`config.mk`:
```
export PLATFORM = sky130hd
export DESIGN_NAME = image_stream_reader
export DESIGN_NICKNAME = d
export VERILOG_FILES = /design/src/rtl/image_stream_reader.sv
export SDC_FILE = /design/constraint.sdc
export NUM_CORES = 1
export LEC_CHECK = 0
export CAP_MARGIN = 30
export CORE_MARGIN = 3
export CORE_UTILIZATION = 53
export CTS_CLUSTER_DIAMETER = 80
export DETAILED_ROUTE_END_ITERATION = 10
export GPL_TIMING_DRIVEN = 0
export PLACE_DENSITY = 0.82
export SLEW_MARGIN = 25
export SYNTH_ARGS = -nofsm -noshare
export SYNTH_HDL_FRONTEND = slang
export SYNTH_SLANG_ARGS = --single-unit
```
`constraint.sdc`:
```
create_clock -name clk -period 4.19 [get_ports clk]
set_input_delay 0.838 -clock clk [delete_from_list [all_inputs] [get_ports clk]]
set_output_delay 0.838 -clock clk [all_outputs]
set_load 0.05 [all_outputs]
```
`src/rtl/image_stream_reader.sv`:
```
// Streams NUM_PIXELS pixels from image memory onto a valid/ready port; first pixel 3 cycles after start.
// Reads are credit-limited to a 2-entry skid buffer, so sink backpressure stalls issue without loss.
module image_stream_reader #(
    parameter int                ADDR_W     = 22,
    parameter int                PIX_W      = 8,
    parameter logic [ADDR_W-1:0] IMG_BASE   = '0,
    parameter int                NUM_PIXELS = 65536
) (
    input  logic              clk,
    input  logic              reset,
    input  logic              start,
    output logic              img_rd_en,
    output logic [ADDR_W-1:0] img_adr,
    input  logic [PIX_W-1:0]  img_rd_data,
    output logic [PIX_W-1:0]  pix_data,
    output logic              pix_valid,
    input  logic              pix_ready,
    output logic              pix_last,
    output logic              busy,
    output logic              done
);

    localparam int               CNT_W    = $clog2(NUM_PIXELS + 1);
    localparam logic [CNT_W-1:0] NUM_C    = CNT_W'(NUM_PIXELS);
    localparam logic [CNT_W-1:0] LAST_IDX = CNT_W'(NUM_PIXELS - 1);

    typedef enum logic [1:0] {
        ST_IDLE,
        ST_RUN,
        ST_DONE
    } state_t;

    state_t             state, state_nxt;
    logic [CNT_W-1:0]   issued, accepted;
    logic               inflight;
    logic [PIX_W-1:0]   head_q, tail_q;
    logic [1:0]         buf_cnt;
    logic               push, pop;
    logic [2:0]         occ_nxt;
    logic               last_accept;

    assign push        = inflight;
    assign pop         = pix_valid & pix_ready;
    assign last_accept = pop && (accepted == LAST_IDX);

    // Occupancy after this cycle's pop, counting the read still in flight;
    // using the post-pop value is what keeps the stream bubble-free.
    assign occ_nxt   = {1'b0, buf_cnt} + {2'b00, inflight} - {2'b00, pop};
    assign img_rd_en = (state == ST_RUN) && (issued < NUM_C) && (occ_nxt < 3'd2);
    assign img_adr   = IMG_BASE + ADDR_W'(issued);

    assign pix_valid = (buf_cnt != 2'd0);
    assign pix_data  = head_q;
    assign pix_last  = pix_valid && (accepted == LAST_IDX);

    always_ff @(posedge clk or negedge reset) begin
        if (!reset) begin
            state <= ST_IDLE;
        end else begin
            state <= state_nxt;
        end
    end

    always_comb begin
        state_nxt = state;
        case (state)
            ST_IDLE: if (start) state_nxt = ST_RUN;
            ST_RUN:  if (last_accept) state_nxt = ST_DONE;
            ST_DONE: state_nxt = ST_IDLE;
            default: state_nxt = ST_IDLE;
        endcase
    end

    always_comb begin
        busy = 1'b0;
        done = 1'b0;
        case (state)
            ST_RUN:  busy = 1'b1;
            ST_DONE: begin
                busy = 1'b1;
                done = 1'b1;
            end
            default: begin
                busy = 1'b0;
                done = 1'b0;
            end
        endcase
    end

    // Counters are cleared on the way out of a frame so IDLE always presents IMG_BASE.
    always_ff @(posedge clk or negedge reset) begin
        if (!reset) begin
            issued   <= '0;
            accepted <= '0;
            inflight <= 1'b0;
        end else begin
            inflight <= img_rd_en;
            if (state == ST_DONE) begin
                issued   <= '0;
                accepted <= '0;
            end else begin
                if (img_rd_en) issued   <= issued + CNT_W'(1);
                if (pop)       accepted <= accepted + CNT_W'(1);
            end
        end
    end

    always_ff @(posedge clk or negedge reset) begin
        if (!reset) begin
            head_q  <= '0;
            tail_q  <= '0;
            buf_cnt <= 2'd0;
        end else begin
            case ({push, pop})
                2'b10: begin
                    if (buf_cnt == 2'd0) head_q <= img_rd_data;
                    else                 tail_q <= img_rd_data;
                    buf_cnt <= buf_cnt + 2'd1;
                end
                2'b01: begin
                    head_q  <= tail_q;
                    buf_cnt <= buf_cnt - 2'd1;
                end
                2'b11: begin
                    if (buf_cnt == 2'd1) begin
                        head_q <= img_rd_data;
                    end else begin
                        head_q <= tail_q;
                        tail_q <= img_rd_data;
                    end
                end
                default: begin
                    buf_cnt <= buf_cnt;
                end
            endcase
        end
    end

endmodule

```
# [Word-level counts from Yosys, hierarchy flattened]
# Index checks and enable logic that the tools add are counted.
[op_classes] add_sub_neg=6 magnitude_cmp=2 n_eq_ne=12 mux=16 bitwise_logic=1 n_reduce_logical=16
[ops] operator="2-to-1 mux 17 bit" count=4
[ops] operator="adder 17 x 1 -> 17 bit, second input constant" count=2
[ops] operator="2-to-1 mux 8 bit" count=4
[ops] operator="one-hot mux 8 bit (3 select lines)" count=1
[ops] operator="equality test 17 x 16 -> 1 bit, second input constant" count=1
[ops] operator="less-than comparator 17 bit, second input constant" count=1
[ops] operator="one-hot mux 8 bit (2 select lines)" count=1
[ops] operator="!= test 2 bit, second input constant" count=5
[ops] operator="nonzero test 2 bit" count=5
[ops] operator="one-hot mux 2 bit (2 select lines)" count=2
[ops] operator="equality test 2 x 1 -> 1 bit, second input constant" count=3
[ops] operator="equality test 2 bit, second input constant" count=3
[ops] operator="logical AND 1 bit" count=4
[ops] operator="logical NOT 2 bit" count=2
[ops] operator="2-to-1 mux 2 bit" count=2
[ops] operator="AND reduction 2 bit" count=2
[ops] operator="adder 2 x 1 -> 3 bit" count=1
[ops] operator="less-than comparator 3 x 2 -> 1 bit, second input constant" count=1
[ops] operator="AND reduction 3 bit" count=1
[ops] operator="nonzero test 3 bit" count=1
[ops] operator="subtractor 3 x 1 -> 3 bit" count=1
[ops] operator="adder 2 x 1 -> 2 bit, second input constant" count=1
[ops] operator="2-to-1 mux 1 bit" count=2
[ops] operator="OR reduction 2 bit" count=1
[ops] operator="other kinds (2)" count=2
[word_totals] ff_bits=55 in_bits=12 out_inout_bits=35 word_cells=60

# [Depth between registers and ports, before layout]
[depth] depth_word=7 ltp_mapped=14 ltp_nobuf=11

# [Worst setup path before layout]
# OpenSTA, ideal clock, no wires.
[synth_path] kind="input port to output port" startpoint="input port pix_ready" endpoint="output port img_rd_en" arrival_ps=2956 required_ps=3352 setup_slack_ps=396 stages=9 path_buffers=2 cell_sequence="nor2b_1 buf_2 inv_1 nor2_1 o21ai_0 fa_1 xnor2_2 and2_2 clkbuf_1"
[synth_between] elab_chain_len=4
[synth_lines] item="start: declaration" line_no="17" rtl="input logic pix_ready,"
[synth_lines] item="bitwise AND 1 bit" line_no="43" rtl="assign pop = pix_valid & pix_ready;"
[synth_lines] item="subtractor 3 x 1 -> 3 bit" line_no="48" rtl="assign occ_nxt = {1'b0, buf_cnt} + {2'b00, inflight} - {2'b00, pop};"
[synth_lines] item="less-than comparator 3 x 2 -> 1 bit" line_no="49" rtl="assign img_rd_en = (state == ST_RUN) && (issued < NUM_C) && (occ_nxt < 3'd2);"
[synth_lines] item="logical AND 1 bit" line_no="49"
[synth_lines] item="end: declaration" line_no="12" rtl="output logic img_rd_en,"
# Every way passes these cells.

# [Final worst setup path]
[layout_path] startpoint="register buf_cnt[1]" endpoint="output port img_rd_en"
[layout_between] elab_chain_len=5 elab_cells_between_ends=6 classes_between="2 x add/sub; 1 x order compare; 1 x bitwise; 2 x reduce/logical"
[layout_lines] item="start: declaration" line_no="37" rtl="logic [1:0] buf_cnt;"
[layout_lines] item="start signal: assignment" line_no="118" rtl="buf_cnt <= buf_cnt + 2'd1;"
[layout_lines] item="start signal: assignment" line_no="122" rtl="buf_cnt <= buf_cnt - 2'd1;"
[layout_lines] item="start signal: assignment" line_no="133" rtl="buf_cnt <= buf_cnt;"
[layout_lines] item="branches (longest 2 deep; another with adder 2 x 1 -> 3 bit)"
[layout_lines] item="subtractor 3 x 1 -> 3 bit (*)" line_no="48"
[layout_lines] item="less-than comparator 3 x 2 -> 1 bit (*)" line_no="49"
[layout_lines] item="logical AND 1 bit (*)" line_no="49"
# Mark *: on every way between the ends.

==> impl_metrics.json <==
{
  "cts_root_buf": "clkbuf_8",
  "switchingPower_w": 0.000905,
  "placed_cells": 401,
  "wl_per_cell_microns": 14.1,
  "critical_path.startpoint_type": "flop",
  "drive_above_1_share_pct": 13.0,
  "dp_hpwl_microns": 4250,
  "num_antenna_cells": 0,
  "worst_pin_slew_ns": 0.646,
  "route.detailed.drc": 0,
  "grt_pass1_vias": 2233,
  "pwr-share-clk_pct": 14.3,
  "boundaryPins": 47,
  "synthArstFlopShare_pct": 100,
  "antenna_left": 0,
  "via_count": 2211,
  "coreArea_sq_mm": 0.00517,
  "synthCells": 285,
  "h-tree-depth": 2,
  "synth_seq_cells": 55,
  "power.leakage_nw": 1.52,
  "setup_viol": 0,
  "grt_max_degree": 43,
  "crit_fanout": 11,
  "syn_area_per_cell_sq_um": 10.1,
  "path_common_cell": "inv_1",
  "start_util_pct": 55.8,
  "rsz0062_at_grt": "no",
  "arrival_ns": 3.07,
  "max_freq_mhz": 256,
  "clkTransAtPathRegs_ns": 0.10,
  "place_ws_ns": -0.866,
  "power_frac_comb_pct": 49.2,
  "cp_slowest_cell": "fa_1",
  "yosysSeqAreaShare_pct": 47.7,
  "fp.dieH_microns": 79.8,
  "max_stage_delay_ns": 0.51,
  "endpoint_kind": "primary output",
  "postCtsHoldBufs": 0,
  "final_max_slew_viol_count": 0,
  "std_cell_rows": 26,
  "synthesis.area_sq_mm": 0.00289,
  "synth_cell_types": 45,
  "final-instance-count-excl-fill": 408,
  "switching_share_pct": 43.6,
  "synthToLayoutAreaGrowth_pct": 22.3,
  "intPower_w": 0.00117,
  "grt_first_pass_wirelength_microns": 10100,
  "finalPower_w": 0.00208,
  "synth_edf_count": 0,
  "path_cells": "inv_1 -> ha_1 -> nor2b_1 -> buf_4 -> inv_1 -> nor2_2 -> o21ai_0 -> fa_1 -> and3b_1 -> buf_2 -> and2_4 -> buf_6",
  "die_area_sq_mm": 0.00637,
  "fin_crit_sh_pct": 93.2,
  "drv_cap": 0,
  "routed_wl_microns": 5760,
  "status": "complete, no violations",
  "hold_violations": 0,
  "fill_cells": 422,
  "numCtsBuffers": 5,
  "crit_required_ns": 3.35,
  "place_congestion": 0.762,
  "grt_overflow": 0,
  "cts_max_path_buffers": 2,
  "power_density_mw_per_mm2": 588,
  "clock_sinks": 55,
  "dieWidth_microns": 79.8,
  "peakVddDrop_uv": 448,
  "vias_per_cell": 5.42,
  "yosys_warnings": 0,
  "post-route-min-period_ns": 3.90,
  "worstSkewPairLatency_ns": 0.31,
  "grt_use_total_pct": 20.0,
  "p_seq_share_pct": 36.5,
  "cts_tree": "yes",
  "drtIter0Drc": 110,
  "io_buffer_count": 41,
  "synth-main-ff-cell": "dfrtp_1",
  "worst_slack_ns": 0.287,
  "grt_antenna_before_repair": 0,
  "drtPass1Iterations": 4,
  "criticalPathCategory": "flop to primary output",
  "min_path_type": "input port to asynchronous set/reset pin",
  "fin_nets": 362,
  "max_slew_margin_pct": 55.7,
  "rr_worst_depth": 13,
  "fin_skew_ns": 0.00601
}
==> worst paths after layout <==
path,from,end,slack (ns)
setup / recovery,buf_cnt[1],img_rd_en,0.29
hold / removal,reset,issued[13],0.37
setup reg to reg,buf_cnt[1],issued[12],0.80
hold reg to reg,pix_data[3],pix_data[3],0.49
max in group asynchronous,reset,buf_cnt[1],3.34
min in group clk,pix_data[3],pix_data[3],0.49
==> cell usage after synthesis, types with 2 or more instances <==
cell type,count,area (sq um)
a21oi_1,14,70.1
a22oi_1,8,60.1
and2_1,2,12.5
and3_1,2,12.5
and4_1,3,26.3
buf_2,3,15.0
buf_4,5,37.5
clkbuf_1,5,18.8
dfrtp_1,55,1380
ha_1,12,150
inv_1,15,56.3
mux2_2,10,113
mux2i_1,2,20.0
nand2_1,21,78.8
nand3_1,7,35.0
nand4_1,9,56.3
nor2_1,25,93.8
nor2b_1,3,18.8
nor3_1,6,30.0
nor4_1,5,31.3
o21ai_0,19,95.1
o31ai_1,2,15.0
or2_2,2,12.5
or3_1,5,31.3
or3_2,4,30.0
or4_1,2,15.0
xnor2_1,15,131
xor2_1,7,61.3
==> layout make-up <==
type	count	area, sq um	area share, %
sequential	55	1380	39.0
multi-input combinational	206	1410	40.0
clock buffer	5	68.8	1.95
inverter	15	56.3	1.60
clock inverter	3	25.0	0.709
timing repair buffer	42	432	12.2
buffer	12	70.1	1.99
tap	70	87.6	2.48
==> timing repair <==
item                                    4_1_cts  5_1_grt
endpoints found under the hold margin         0        0
cloned                                        0        0
setup buffers                                 0        0
resized for setup                             9        4
endpoints found under the setup margin        1        1
pin swaps                                     1        0
==> worst max-delay path: cells and delay by family, from the launching register on <==
kind / cells / cell delay (ns)
adders and majority gates: 2 / 0.79
buffers and inverters: 5 / 0.71
and+or+nand+nor: 4 / 0.63
DFF: 1 / 0.48
AOI/OAI and AO/OA: 1 / 0.14
==> power by group through the flow <==
stage / combinational (W) / sequential, W / clock, W
CTS: 0.00101 / 0.000755 / 0.000310
global route: 0.00111 / 0.000780 / 0.000334
floorplan: 0.000595 / 0.000890 / 0
global placement: 0.000972 / 0.000758 / 0
detailed placement: 0.00100 / 0.000764 / 0
finish: 0.00102 / 0.000758 / 0.000298
==> registers in the layout (all words and copies together), names as in the netlist <==
name,cells
accepted,17
buf_cnt,2
inflight,1
issued,17
pix_data,8
state,2
tail_q,8
==> kinds of logic after synthesis <==
kind of cell,Yosys count,synth area share [%]
AO/OA/AOI/OAI,49,9.97
XOR/XNOR,23,7.24
adder cells (fa/ha/maj),13,5.89
buffers and inverters,28,4.42
flip-flops,55,47.7
multiplexers,12,4.59
other,1,0.130
AND/OR/NAND/NOR,104,20.1
==> placed cells by master (no fill, tap or decap), drive strengths merged, types with 6 or more instances in the layout <==
master and count:
nor3 6, nand3 7, a22oi 8, a21oi 15, clkbuf 9, mux2 10
xor2 7, xnor2 16, nand4 10, dfrtp 55, nor2 25, clkdlybuf4s50 38
or3 9, buf 11, ha 12, nand2 21, inv 15, o21ai 19
==> metrics by stage <==
step / hold slack, ns / cell area [sq um] / setup TNS, ns / util [%]
after detailed placement: 0.470 / 3420 / -0.866 / 66.1
final: 0.366 / 3530 / 0 / 68.2
after global routing: 0.357 / 3530 / 0 / 68.2
after CTS: 0.355 / 3510 / 0 / 67.9
after global placement: 0.467 / 3400 / -0.869 / 65.7
after floorplan: 0.482 / 2900 / 0 / -
==> metal layers <==
metal	part of all wire, %	track usage, %	vias up
met2	52	34.7	34
met5	0	0	-
met4	1.2	4.56	0
met3	2.9	4.06	6
li1	-	-	1085
met1	44	25.9	1086
Power figures use the tool's default switching activity.
